$ cat config.mk
export PLATFORM = sky130hd
export DESIGN_NAME = alu_decoder
export DESIGN_NICKNAME = d
export VERILOG_FILES = /design/src/rtl/alu_decoder.sv
export SDC_FILE = /design/constraint.sdc
export NUM_CORES = 1
export LEC_CHECK = 0
export BUFFER_PORTS_ARGS = -buffer_cell sky130_fd_sc_hd__buf_2
export CORE_MARGIN = 2
export CORE_UTILIZATION = 24
export CTS_CLUSTER_DIAMETER = 120
export DETAILED_ROUTE_END_ITERATION = 10
export PLACE_DENSITY = 0.52
export SYNTH_ARGS = -nofsm -noshare
export SYNTH_HDL_FRONTEND = slang
export SYNTH_SLANG_ARGS = --single-unit
$ cat constraint.sdc
create_clock -name clk -period 3.9 [get_ports clk]
set_clock_uncertainty 0.15 [all_clocks]
set_input_delay 0.195 -clock clk [delete_from_list [all_inputs] [get_ports clk]]
set_output_delay 0.195 -clock clk [all_outputs]
set_load 0.01 [all_outputs]
$ cat src/rtl/alu_decoder.sv
// alu_decoder: instruction-decode stage fused with the ALU of the single-cycle CPU.
//
// Registers the ROM word on each rising clk. The registered word is then decoded
// combinationally into the following outputs:
//   - register-file addresses
//   - argument-bus selects
//   - immediates
//   - unit chip-selects
//   - optype
// The ALU result is computed combinationally from the two argument buses.
//
// Ports:
//   clk, rstn            clock, asynchronous active-low reset
//   instr                instruction word at rom[ip]
//   adata1, adata2       ALU argument buses (lhs, rhs)
//   aluout               ALU result, mod 2^CELL_SIZE
//   alu_out, comp_out    output-bus drivers (ALU / comparator)
//   misc_cs, maybe_jmp   misc/IO chip-select, jump unit active
//   ip_incr, reg_we      advance instruction pointer, register-file write enable
//   use_r1, use_r2       bus takes register data (else the immediate)
//   r1_addr, r2_addr     register-file read addresses
//   rw_addr              register-file write address
//   default_a1/a2        zero-extended immediates for bus 1 / bus 2
//   optype               sub-operation for the selected unit
module alu_decoder #(
   parameter int unsigned CELL_SIZE = 16,
   parameter int unsigned ADDR_SIZE = 4
) (
   input  logic                 clk,
   input  logic                 rstn,
   input  logic [31:0]          instr,
   input  logic [CELL_SIZE-1:0] adata1,
   input  logic [CELL_SIZE-1:0] adata2,
   output logic [CELL_SIZE-1:0] aluout,
   output logic                 alu_out,
   output logic                 comp_out,
   output logic                 misc_cs,
   output logic                 maybe_jmp,
   output logic                 ip_incr,
   output logic                 reg_we,
   output logic                 use_r1,
   output logic                 use_r2,
   output logic [ADDR_SIZE-1:0] r1_addr,
   output logic [ADDR_SIZE-1:0] r2_addr,
   output logic [ADDR_SIZE-1:0] rw_addr,
   output logic [CELL_SIZE-1:0] default_a1,
   output logic [CELL_SIZE-1:0] default_a2,
   output logic [3:0]           optype
);

   typedef enum logic [1:0] {
      ClsAlu  = 2'b00,
      ClsComp = 2'b01,
      ClsMisc = 2'b10,
      ClsJump = 2'b11
   } cls_e;

   logic [31:0] ir_d, ir_q;
   logic        vld_d, vld_q;
   cls_e        cls;
   logic [2:0]  op;
   logic [3:0]  shamt;

   always_comb begin
      ir_d  = instr;
      vld_d = 1'b1;
   end

   always_ff @(posedge clk or negedge rstn) begin
      if (!rstn) begin
         ir_q  <= '0;
         vld_q <= 1'b0;
      end else begin
         ir_q  <= ir_d;
         vld_q <= vld_d;
      end
   end

   // Field decode: follows ir directly, so the reset value decodes like any other word.
   always_comb begin
      cls        = cls_e'(ir_q[31:30]);
      optype     = ir_q[29:26];
      use_r1     = ir_q[25];
      use_r2     = ir_q[24];
      rw_addr    = ADDR_SIZE'(ir_q[23:20]);
      r1_addr    = ADDR_SIZE'(ir_q[19:16]);
      r2_addr    = ADDR_SIZE'(ir_q[3:0]);
      default_a1 = CELL_SIZE'(ir_q[19:16]);
      default_a2 = CELL_SIZE'(ir_q[15:0]);
   end

   // Strobes: exactly one unit select while vld; everything low until the first load.
   always_comb begin
      alu_out   = 1'b0;
      comp_out  = 1'b0;
      misc_cs   = 1'b0;
      maybe_jmp = 1'b0;
      ip_incr   = 1'b0;
      reg_we    = 1'b0;
      if (vld_q) begin
         // The jump unit overrides ip_incr itself when it takes the branch.
         ip_incr = 1'b1;
         unique case (cls)
            ClsAlu:  begin alu_out   = 1'b1; reg_we = 1'b1; end
            ClsComp: begin comp_out  = 1'b1; reg_we = 1'b1; end
            ClsMisc: begin misc_cs   = 1'b1; reg_we = 1'b1; end
            ClsJump: begin maybe_jmp = 1'b1; end
            default: ;
         endcase
      end
   end

   // ALU: optype[0] is a don't-care; shift amount wraps at 16.
   always_comb begin
      op     = optype[3:1];
      shamt  = adata2[3:0];
      aluout = '0;
      unique case (op)
         3'b000:  aluout = adata1 + adata2;
         3'b001:  aluout = adata1 - adata2;
         3'b010:  aluout = adata1 & adata2;
         3'b011:  aluout = adata1 | adata2;
         3'b100:  aluout = adata1 ^ adata2;
         3'b101:  aluout = adata1 << shamt;
         3'b110:  aluout = adata1 >> shamt;
         3'b111:  aluout = ~adata1;
         default: aluout = '0;
      endcase
   end

endmodule

Word level (Yosys, flattened, before mapping)

Index checks and enable logic that the tools add are counted.

Input port bits: 66
Output and inout port bits: 72
Bits in registers: 33
Word-level logic and storage cells: 35

Bitwise logic cells: 4
Shifts and indexed selects: 2
Eq/ne operators: 10
Reductions and logical operators: 3
$add $sub $neg: 2
Mux-type cells: 12

Operators by type and width:

| operator                                                               | count |
|---|---|
| 16-bit one-hot mux with 8 select lines                                 | 1 |
| 16-bit adder                                                           | 1 |
| 16-bit AND                                                             | 1 |
| 16-bit inverter                                                        | 1 |
| 16-bit OR                                                              | 1 |
| 16-bit by 4-bit left shift with 16-bit output                          | 1 |
| 16-bit by 4-bit right shift with 16-bit output                         | 1 |
| 16-bit subtractor                                                      | 1 |
| 16-bit bitwise XOR                                                     | 1 |
| 3-bit equality test (second input constant)                            | 4 |
| 1-bit two-way mux                                                      | 11 |
| 3-bit by 2-bit equality test with 1-bit output (second input constant) | 2 |
| 2-bit equality test (second input constant)                            | 2 |
| 3-bit by 1-bit equality test with 1-bit output (second input constant) | 1 |
| 3-bit zero test                                                        | 1 |
| 3-bit OR reduction                                                     | 1 |
| 2-bit by 1-bit equality test with 1-bit output (second input constant) | 1 |
| 2-bit zero test                                                        | 1 |

Longest topological paths before layout

Gate-level depths: netlist (run 1).

Depth in word-level cells: 4
Gate-level depth with buffers: 16
Depth with buffers taken out: 13

Worst setup path after synthesis (run 1)

Ideal clock, no wire load.

Path type: input to output
Start: in adata2[1]
End: out aluout[15]
Data required time: 3555 ps
Arrival time: 3057 ps
Path buffers: 3
Cell stages on the path: 16
Path slack: 498 ps
Cells stage by stage: buf_2 inv_2 buf_2 ha_1 nand2_1 nor4_1 a21oi_1 xnor2_1 ha_1 clkbuf_1 nand4_1 a2111o_1 a31oi_1 a311oi_1 xnor2_1 o211ai_2

Longest elaborated chain between the ends: 2
Elaborated cells on any way between the ends: 5
Those cells by class: add/sub (2); shift (2); mux (1)

Ends and longest elaborated chain:

| what                                       | RTL line | text |
|---|---|---|
| start: declaration                         | 33       | `input logic [CELL_SIZE-1:0] adata2,` |
| 16-bit subtractor (tied with other cells)  | 120      | `3'b001: aluout = adata1 - adata2;` |
| 16-bit one-hot mux with 8 select lines (*) | 118      | `unique case (op)` |
| end: declaration                           | 34       | `output logic [CELL_SIZE-1:0] aluout,` |

Every way passes the cells marked *; elsewhere a longest branch is shown, timed or not.

Worst setup path after layout (run 1)

Start: reg ir_q[29]
End: out aluout[11]

Longest elaborated chain between the ends: 2
Elaborated cells on any way between the ends: 9
Those cells by class: eq/ne (7); mux (1); reduce/logical (1)

Ends and longest elaborated chain:

| what                                        | RTL line | text |
|---|---|---|
| start: declaration                          | 58       | `logic [31:0] ir_d, ir_q;` |
| start signal: assignment                    | 74       | `ir_q <= ir_d;` |
| 3-bit equality test (tied with other cells) | 118      |  |
| 16-bit one-hot mux with 8 select lines (*)  | 118      |  |

Marked as above.

==> key figures, run 1 <==
Routing
  – WL per Instance: 16.56 microns
  – # DRC: 0
  – ANT nets after route: 0
  – DR pass1 iterations: 8
  – Final wirelength: 16.03 mm
  – DRT iter0 DRCs: 366
  – Detailed-route via count: 4801
  – DR vias/cell: a little under 5

Floorplan
  – Starting Density: 24.49%
  – Die X: 144.9 microns
  – Die ar.: between 0.02 and 0.025 sq mm
  – Total core area: 0.01946 sq mm
  – DIE HEIGHT: 144.9 microns
  – # rows: just over 50
  – I/O pins: around 140

Yosys
  – Most used flip-flop cell after synthesis: dfrtp_1
  – Flops & latches, synth: 33
  – Area leader, netlist: dfrtp_1
  – Sequential fraction of the synthesis area: 17.32%
  – Largest family of logic cells by synthesized area: compound AO/OA/AOI/OAI gates
  – Synth unique cells: between 70 and 80
  – Synth Area in Simple Gates: 14.91%
  – Async SR Flop Fraction: 100.0%
  – Adder-Cell Fraction of Synth Area: 13.28%
  – YS warnings: 0
  – Multiplexer share of the synthesized area: between 10% and 20%
  – Synth top area share: 17.32%
  – Syn Inst Count: around 590
  – Number of flops mapped to enable cells by yosys: 0
  – Synth Area in Compound Gates: between 20% and 30%
  – Mapped Avg Cell Area: 8.039 sq um
  – Synth Area in XOR/XNOR: 4.961%
  – Synthesized area: about 0.0048 sq mm
  – Synth top area cells: dfrtp_1, ha_1, mux2i_1

Power
  – NetSw: 0.5569 mW
  – VDD IR max: 241.9 uV
  – Sw frac: 38.68%
  – Comb pwr share: 48.6%
  – Reg power frac: ~26%
  – Pleak: 2.721 nW
  – Total power: ~1.4 mW
  – Clock share of power: 25.9%
  – Pint: 0.8828 mW
  – PwrDens: between 200 and 250 mW/mm^2

Min path
  – Hold crit path type: in2async

Placed design
  – Buffers on Ports: 125
  – Routability Congestion: 0.8982
  – Dpl ws: 307.4 ps
  – DP HPWL: 12.47 mm

Setup path
  – CP Capture Type: primary output
  – Crit start category: flip-flop
  – Crit Path Class: reg2out
  – Data arrival, critical path: 3300 ps
  – Crit path max fanout: 12
  – WP data required: 3560 ps

Timing
  – Max Clock Freq: 274.4 MHz
  – Fin. Hold Viols: 0
  – Worst Slack Setup Final: 256.2 ps
  – Setup TNS Final: 0 ps
  – RSZ-0062 raised after global routing: no
  – Setup violators final: 0
  – Min Tclk post-route: 3644 ps
  – Slew HR: 40.66%
  – Tcrit/Tclk final: 93.43%
  – Max Slew Vio Count: 0
  – Slew @ Worst Pin: 888.2 ps

Clock tree
  – Clock sinks: 33
  – TritonCTS clock tree: yes
  – CTS Buffer Depth: 2
  – Htree depth: 2
  – Setup bufs post-CTS: 0
  – CTS buffer count: 5
  – CTS clk-pin slew, worst paths: 50 ps
  – Root buf cell: clkbuf_16

Status
  – Status: completed

GRT
  – First-pass GRT wire length: around 25 mm
  – Largest net degree at the start of global routing: 44
  – Vias in the first global route: 4535
  – Total grt overflow: 0
  – Total track usage: 14.85%
  – Initial antenna violation count: 0

Layout
  – Most common cell after layout, fill and taps aside: buf_2
  – Final net count: ~820
  – Synthesis-to-layout area growth: 21.84%
  – Layout cells sized above 1: 24.18%
  – Most frequent cells in the layout: buf_2, nand2_1, ha_1
  – N_diodes: 0

Job
  – Max Cap Violations: 0
power by group through the flow:
stage	logic (mW)	registers, mW	clock network, mW
final	0.700	0.367	0.372
after global routing	0.768	0.369	0.403
after CTS	0.692	0.368	0.382
after detailed placement	0.664	0.373	0
after global placement	0.670	0.373	0
after floorplan	0.465	0.374	0
worst paths after layout:
kind,from,endpoint,slack (ps),depth (start not counted)
min,rstn,ir_q[19],360,2
min in group clk,instr[13],ir_q[13],410,2
max in group asynchronous,rstn,ir_q[28],2790,2
max,ir_q[29],aluout[11],260,14
through the flow:
stage                     cells  util (%)  hold slack (ps)  cell area, sq um
after floorplan             604         -           -250.6              4808
after global placement      927     27.39            152.6              5331
after detailed placement    927     27.39            148.6              5331
after CTS                   968     29.81            389.9              5802
after global routing        968     29.84            404.6              5808
final                       968     29.84            363.7              5808
state kept, by name (all words and copies together), names as in the netlist:
register  flops
ir_q         32
vld_q         1
cell families after synthesis:
| logic type | Yosys count |
|---|---|
| AOI/OAI and AO/OA | 156 |
| xor gates and xnor gates | 27 |
| adders and majority gates | 50 |
| buffers and inverters | 124 |
| DFF | 33 |
| muxes | 49 |
| other | 2 |
| and+or+nand+nor | 152 |
critical path, cell delays in order (launching register included):
cell      delay [ps]
dfrtp_1          400
nor2_4           110
and2_1           250
buf_4            230
nor2_1            70
xnor2_1          130
ha_1             350
o211a_1          160
o31ai_1           70
buf_4            160
and2_4           180
o311ai_4         370
xnor2_1          150
o211ai_1         220
buf_2            170
synth_stat cells, drive strengths merged (15+ instances only):
cell / instances
xnor2: 23
buf: 70
o21ai: 25
a211oi: 15
ha: 49
nor2: 47
nand2: 50
inv: 43
a21oi: 46
dfrtp: 33
mux2i: 39
nor3: 17
layer usage:
| metal | up-vias | global-route usage, % | share of wire [%] |
|---|---|---|---|
| met4 | 0 | 2.624 | 1.4 |
| met1 | 2272 | 20.90 | 45 |
| met2 | 228 | 24.62 | 46 |
| li1 | 2284 | - | - |
| met3 | 17 | 1.855 | 7.6 |
| met5 | - | 0 | 0 |
cell type report:
type | count | area [sq um]
clock buffers | 7 | 132.6
clock inverters | 1 | 7.507
fillers | 2095 | 13650
inverters | 43 | 161.4
multi-input cells | 447 | 3288
flip-flops and latches | 33 | 825.8
well taps | 265 | 331.6
repair buffers | 172 | 1061
what timing repair did:
action                                 in CTS  in global routing
endpoints found under the hold margin      65                  0
setup endpoints to repair                   0                  1
gates resized for setup                     0                  2
hold buffers                               33                  0
Note: power is estimated with default switching activity, not from simulation.
==> run 2: changes to the inputs <==
--- a/config.mk
+++ b/config.mk
@@ -5,6 +5,7 @@
 export SDC_FILE = /design/constraint.sdc
 export NUM_CORES = 1
 export LEC_CHECK = 0
+export ABC_AREA = 1
 export BUFFER_PORTS_ARGS = -buffer_cell sky130_fd_sc_hd__buf_2
 export CORE_MARGIN = 2
 export CORE_UTILIZATION = 24
==> run 2 against run 1 <==
Critical path depth increased by 5. Hold slack improved by 23 ps. Sequential cell count unchanged. Maximum frequency increased by 3.9%. Largest cell class unchanged. Critical path type unchanged. Clock-buffer cell count increased by 1. Global-route usage increased by 2.3 points. Total power decreased by 3.4%.
==> key figures, run 2 <==
Yosys
  – Async SR Flop Fraction: 100.0% (unchanged)
  – Synth top area share: 19.70% (+2.4 points)
  – Synth top area cells: nand2_1, dfrtp_1, ha_1
  – Flops & latches, synth: 33 (unchanged)
  – Mapped Avg Cell Area: 6.146 sq um (-24%)
  – Synth cell count leaders: nand2_1, inv_1, nor2_1
  – Sequential fraction of the synthesis area: 17.41% (+0.082 points)
  – Area leader, netlist: nand2_1
  – Synth Area in Compound Gates: 12.87% (-10 points)
  – Syn Inst Count: 772 (+30%)
  – Number of flops mapped to enable cells by yosys: 0 (unchanged)
  – Multiplexer share of the synthesized area: 0.4219% (-11 points)
  – Synth Area in XOR/XNOR: 3.692% (-1.3 points)
  – Synth unique cells: 36 (-53%)
  – Most used flip-flop cell after synthesis: dfrtp_1
  – Synthesized area: 0.004745 sq mm (-0.47%)
  – Most instantiated library cell after synthesis: nand2_1
  – Adder-Cell Fraction of Synth Area: 13.34% (+0.063 points)
  – Largest family of logic cells by synthesized area: simple AND/OR/NAND/NOR gates
  – YS warnings: 0 (unchanged)
  – Synth Area in Simple Gates: 35.65% (+21 points)

Timing
  – Max Slew Vio Count: 0 (unchanged)
  – Fin. Hold Viols: 0 (unchanged)
  – Tcrit/Tclk final: 89.90% (-3.5 points)
  – Max Clock Freq: 285.2 MHz (+3.9%)
  – Min Tclk post-route: 3506 ps (-137.5 ps)
  – RSZ-0062 raised after global routing: no
  – Slew @ Worst Pin: 750.3 ps (-137.8 ps)
  – Setup TNS Final: 0 ps (unchanged)
  – Setup violators final: 0 (unchanged)
  – Slew HR: 49.81% (+9.2 points)

Routing
  – Met2 wire length: 7.787 mm (+5.3%)
  – DRT iter0 DRCs: 376 (+2.7%)
  – M1 WL: 8.007 mm (+11%)
  – # DRC: 0 (unchanged)
  – DR pass1 iterations: 5 (-3)
  – Met3 WL: 1.107 mm (-8.9%)
  – Detailed-route via count: 5316 (+11%)
  – WL per Instance: 15.13 microns (-8.7%)
  – Max layer used: met4
  – DR vias/cell: 4.607 (-7.1%)
  – ANT nets after route: 0 (unchanged)
  – Final wirelength: 17.46 mm (+8.9%)

Setup path
  – Crit path max fanout: 9 (-3)
  – Crit start category: flip-flop
  – Critical path, cell by cell: inv_1 > nand3_2 > inv_2 > nor2_1 > a21oi_1 > xor2_1 > inv_1 > ha_1 > nand2_1 > inv_1 > nand3_1 > nor3_1 > nand2_1 > nand2_1 > nand2_1 > nand2_1 > nand2_1 > nand2_1 > buf_2
  – Crit path buf inv count: 5 (+2)
  – Max stage delay on crit path: 450 ps (+50 ps)
  – Most used cell, CP: nand2_1
  – Data arrival, critical path: 3160 ps (-140 ps)
  – CP Capture Type: primary output
  – CP max-delay cell: dfrtp_1
  – WP data required: 3560 ps (about the same)
  – Crit Path Class: reg2out
  – CP delay by family, top: simple AND/OR/NAND/NOR gates

Clock tree
  – CTS buffer count: 5 (unchanged)
  – CTS clk-pin slew, worst paths: 50 ps (about the same)
  – Setup bufs post-CTS: 0 (unchanged)
  – TritonCTS clock tree: yes
  – CTS Buffer Depth: 2 (unchanged)
  – Htree depth: 2 (unchanged)
  – Root buf cell: clkbuf_16
  – Clock sinks: 33 (unchanged)

Placed design
  – DP HPWL: 14.05 mm (+13%)
  – Routability Congestion: 0.9267 (+3.2%)
  – Buffers on Ports: 125 (unchanged)

GRT
  – Total grt overflow: 0 (unchanged)
  – Total track usage: 17.16% (+2.3 points)
  – Largest net degree at the start of global routing: 39 (-11%)
  – First-pass GRT wire length: 27.72 mm (+9.2%)
  – Vias in the first global route: 5165 (+14%)
  – Initial antenna violation count: 1 (+1)

Power
  – Clock share of power: 26.8% (+0.9 points)
  – Reg power frac: 26.7% (+1.2 points)
  – VDD IR max: 310.0 uV (+28%)
  – Pleak: 3.112 nW (+14%)
  – Comb pwr share: 46.5% (-2.1 points)
  – Pint: 0.8339 mW (-5.5%)
  – NetSw: 0.5566 mW (about the same)
  – Sw frac: 40.03% (+1.3 points)
  – Total power: 1.390 mW (-3.4%)
  – PwrDens: 239.1 mW/mm^2 (-3.5%)

Layout
  – N_diodes: 0 (unchanged)
  – Largest registers: ir_q x32, vld_q x1
  – Most common cell after layout, fill and taps aside: nand2_1
  – Layout cells sized above 1: 17.10% (-7.1 points)
  – Largest register FFs: 32 (unchanged)
  – Most frequent cells in the layout: nand2_1, buf_2, inv_1
  – Synthesis-to-layout area growth: 22.57%
  – Final net count: 1004 (+23%)
  – Register with the most flip-flops: ir_q

Floorplan
  – I/O pins: 138 (unchanged)
  – DIE HEIGHT: 144.6 microns (-0.23%)
  – Die X: 144.6 microns (-0.23%)
  – # rows: 51 (unchanged)
  – Die ar.: 0.02091 sq mm (-0.46%)
  – Starting Density: 24.38% (-0.12 points)
  – Total core area: 0.01946 sq mm (unchanged)

Job
  – Max Cap Violations: 0 (unchanged)

Status
  – Status: completed

Min path
  – Hold crit path type: in2async
## run 2: cell count changes after synthesis, sizes merged, moves of 22 or more
| cell | delta |
|---|---|
| nand2 | +200 |
| inv | +40 |
| nor2 | +25 |
| nand3 | +46 |
| xnor2 | -22 |
| o21ai | +22 |
| mux2i | -37 |
## run 2: area by class of cell
cell class | instances | area (sq um)
Clock buffer | 8 | 136.4
Sequential cell | 33 | 825.8
Inverter | 85 | 319.1
Timing Repair Buffer | 167 | 1023
Fill cell | 2203 | 13650
Multi-Input combinational cell | 596 | 3179
Tap cell | 265 | 331.6
## run 2: logic make-up (layout without fill, tap and decap cells)
| kind of cell | count (synthesis) | after routing |
|---|---|---|
| flops | 33 | 33 |
| mux | 2 | 2 |
| simple gates | 404 | 404 |
| compound gates | 107 | 107 |
| fa+ha+maj | 50 | 50 |
| other cells | 2 | 13 |
| buf+inv | 154 | 260 |
| xor+xnor | 20 | 20 |
## run 2: power groups by stage
stage                     combinational [mW]  clock (mW)  sequential, mW
after floorplan                        0.426           0           0.375
after global placement                 0.617           0           0.376
after detailed placement               0.614           0           0.377
after CTS                              0.642       0.382           0.371
after global routing                   0.732       0.403           0.374
final                                  0.647       0.373           0.371
## run 2: stage by stage
step	util (%)	cells	instance area [sq um]	hold slack (ps)	setup slack, ps
2_1_floorplan	-	783	4786	-250.6	920.2
3_3_place_gp	27.48	1113	5349	143.4	656.8
3_5_place_dp	27.48	1113	5349	136.0	669.4
4_1_cts	29.88	1154	5816	374.2	410.1
5_1_grt	29.88	1154	5816	403.3	116.2
6_report	29.88	1154	5816	386.5	393.7
## run 2: final timing paths
check	cells past startpoint	slack (ps)	startpoint	end
max in group asynchronous	2	2750	rstn	ir_q[27]
min in group clk	2	400	instr[18]	ir_q[18]
hold / removal	2	390	rstn	ir_q[2]
setup / recovery	19	390	ir_q[28]	aluout[13]
## run 2: per-layer routing
layer	vias to the layer above	global-route usage [%]
met4	0	6.336
met1	2386	22.96
met2	244	28.21
met5	-	0
li1	2651	-
met3	35	2.219
## run 2: repair_timing
action                                 4_1_cts  5_1_grt
resized for setup                            0        0
hold buffers                                33        0
endpoints found under the hold margin       65        0
==> run 3: changes to the inputs <==
--- a/config.mk
+++ b/config.mk
@@ -11,7 +11,7 @@
 export CORE_UTILIZATION = 24
 export CTS_CLUSTER_DIAMETER = 120
 export DETAILED_ROUTE_END_ITERATION = 10
-export PLACE_DENSITY = 0.52
+export PLACE_DENSITY = 0.51
 export SYNTH_ARGS = -nofsm -noshare
 export SYNTH_HDL_FRONTEND = slang
 export SYNTH_SLANG_ARGS = --single-unit
==> run 3 against run 2 <==
Cell count fell by 0.17%. Clock-buffer cell count is 1 lower. Hold slack worse by 41 ps. Wire length up 0.87%. Clock power is essentially flat. Total power increased by 0.30%. Non-clock buffer count shrank 1. Core utilization barely moved. Critical endpoint unchanged. Largest power group unchanged. Highest routed layer unchanged.
==> key figures, run 3 (synthesis results as in run 2) <==
Clock tree
  – Hold_buf cts: 33 (unchanged)
  – CTS buffer count: 5 (unchanged)
  – Cts repair resizes: 0 (unchanged)
  – Setup bufs post-CTS: 0 (unchanged)
  – Htree depth: 2 (unchanged)
  – CTS Buffer Depth: 2 (unchanged)
  – Clock sinks: 33 (unchanged)
  – Root buf cell: clkbuf_16
  – CTS clk-pin slew, worst paths: 50 ps (about the same)
  – TritonCTS clock tree: yes

Routing
  – Detailed-route via count: 5317 (+0.019%)
  – # DRC: 0 (unchanged)
  – DR pass1 iterations: 6 (+1)
  – Final wirelength: 17.61 mm (+0.87%)
  – WL per Instance: 15.28 microns (+1.0%)
  – ANT nets after route: 0 (unchanged)
  – DRT iter0 DRCs: 335 (-11%)
  – DR vias/cell: 4.615 (+0.19%)

Timing
  – Setup TNS Final: 0 ps (unchanged)
  – Setup violators final: 0 (unchanged)
  – Slew @ Worst Pin: 751.9 ps (+1.515 ps)
  – Hold slack final: 345.8 ps (-40.75 ps)
  – Fin. Hold Viols: 0 (unchanged)
  – Max Clock Freq: 284.3 MHz (-0.32%)
  – Max Slew Vio Count: 0 (unchanged)
  – Slew HR: 49.71% (-0.10 points)
  – Tcrit/Tclk final: 90.20% (+0.29 points)
  – RSZ-0062 raised after global routing: no
  – Min Tclk post-route: 3518 ps (+11.35 ps)

Layout
  – Share of the core filled with cells: 29.87% (about the same)
  – N_diodes: 0 (unchanged)
  – Fin area: 0.005814 sq mm (about the same)
  – Most common cell after layout, fill and taps aside: nand2_1
  – Filler cells: 2226 (+1.0%)
  – Layout cells sized above 1: 17.14% (+0.039 points)
  – Multi-input gate area: 0.003179 sq mm (unchanged)
  – Most frequent cells in the layout: nand2_1, buf_2, inv_1
  – Largest register FFs: 32 (unchanged)
  – Register with the most flip-flops: ir_q
  – Final net count: 1003 (-0.10%)
  – Synthesis-to-layout area growth: 22.55% (about the same)
  – Reg area: 825.8 sq um (unchanged)
  – Largest registers: ir_q x32, vld_q x1

Power
  – Pleak: 3.112 nW (about the same)
  – NetSw: 0.5483 mW (-1.5%)
  – PwrDens: 239.9 mW/mm^2 (+0.32%)
  – VDD IR max: 366.8 uV (+18%)
  – Reg power frac: 26.7% (about the same)
  – Pint: 0.8463 mW (+1.5%)
  – Comb pwr share: 46.5% (about the same)
  – Clock share of power: 26.8% (about the same)
  – Sw frac: 39.32% (-0.71 points)

GRT
  – Vias in the first global route: 5126 (-0.76%)
  – Largest net degree at the start of global routing: 39 (unchanged)
  – Total grt overflow: 0 (unchanged)
  – First-pass GRT wire length: 27.45 mm (-0.97%)
  – Total track usage: 16.92% (-0.24 points)
  – Initial antenna violation count: 0 (-1)

Placed design
  – DP HPWL: 13.98 mm (-0.49%)
  – Buffers on Ports: 125 (unchanged)
  – Routability Congestion: 0.9449 (+2.0%)
  – Area after DPL: 0.005341 sq mm (-0.14%)

Status
  – Status: completed

Setup path
  – Crit start category: flip-flop
  – CP Capture Type: primary output
  – WP data required: 3560 ps (about the same)
  – Data arrival, critical path: 3170 ps (about the same)
  – Crit path max fanout: 9 (unchanged)
  – Setup crit start: ir_q[28]
  – Crit Path Class: reg2out

Floorplan
  – I/O pins: 138 (unchanged)
  – Total core area: 0.01946 sq mm (unchanged)
  – # rows: 51 (unchanged)
  – DIE HEIGHT: 144.6 microns (unchanged)
  – Die X: 144.6 microns (unchanged)
  – Die ar.: 0.02091 sq mm (unchanged)
  – Starting Density: 24.38% (unchanged)

Job
  – Max Cap Violations: 0 (unchanged)

Min path
  – Hold crit path type: in2async
[run 3: changes by cell type in the layout (fill, tap and decap cells not counted)]
| cell | before | now |
|---|---|---|
| clkbuf_1 | 3 | 1 |
| clkbuf_8 | 0 | 1 |
| buf_4 | 9 | 8 |
[run 3: power groups by stage]
| stage | combinational (mW) | sequential, mW | clock (mW) |
|---|---|---|---|
| global placement | 0.617 | 0.376 | 0 |
| floorplan | 0.426 | 0.375 | 0 |
| detailed placement | 0.615 | 0.376 | 0 |
| global route | 0.731 | 0.374 | 0.398 |
| CTS | 0.643 | 0.372 | 0.380 |
| finish | 0.648 | 0.372 | 0.374 |
[run 3: path summary, 6_finish.rpt]
check | cells after the start | endpoint | slack (ps)
setup / recovery | 19 | aluout[13] | 380
hold / removal | 2 | ir_q[14] | 350
max in group asynchronous | 2 | ir_q[12] | 2800
min in group clk | 2 | ir_q[10] | 410
[run 3: layout make-up]
type,instances,share of cell area [%]
multi-input combinational,596,54.68
timing repair buffer,166,17.47
sequential,33,14.20
tap,265,5.703
inverter,85,5.487
clock buffer,7,2.453
[run 3: worst max-delay path, cell delays in order, from the launching register on]
cell and delay [ps]:
dfrtp_1 450, inv_1 190, nand3_2 240, inv_2 210, nor2_1 100, a21oi_1 150, xor2_1 150, inv_1 50
ha_1 350, nand2_1 70, inv_1 110, nand3_1 140, nor3_1 150, nand2_1 120, nand2_1 80, nand2_1 40
nand2_1 60, nand2_1 50, nand2_1 70, buf_2 120
[run 3: per-layer routing]
layer	global-route usage (%)	up-vias	part of all wire (%)
met1	22.61	2402	46
met2	27.79	233	44
li1	-	2658	-
met4	6.081	0	2.8
met5	0	-	0
met3	2.417	24	7.4
[run 3: stage by stage]
stage,instances,worst slack [ps],power [mW]
floorplan,783,920.2,0.8011
global placement,1112,609.4,0.9934
detailed placement,1112,605.2,0.9915
CTS,1152,389.5,1.395
global route,1152,54.33,1.504
finish,1152,382.4,1.395
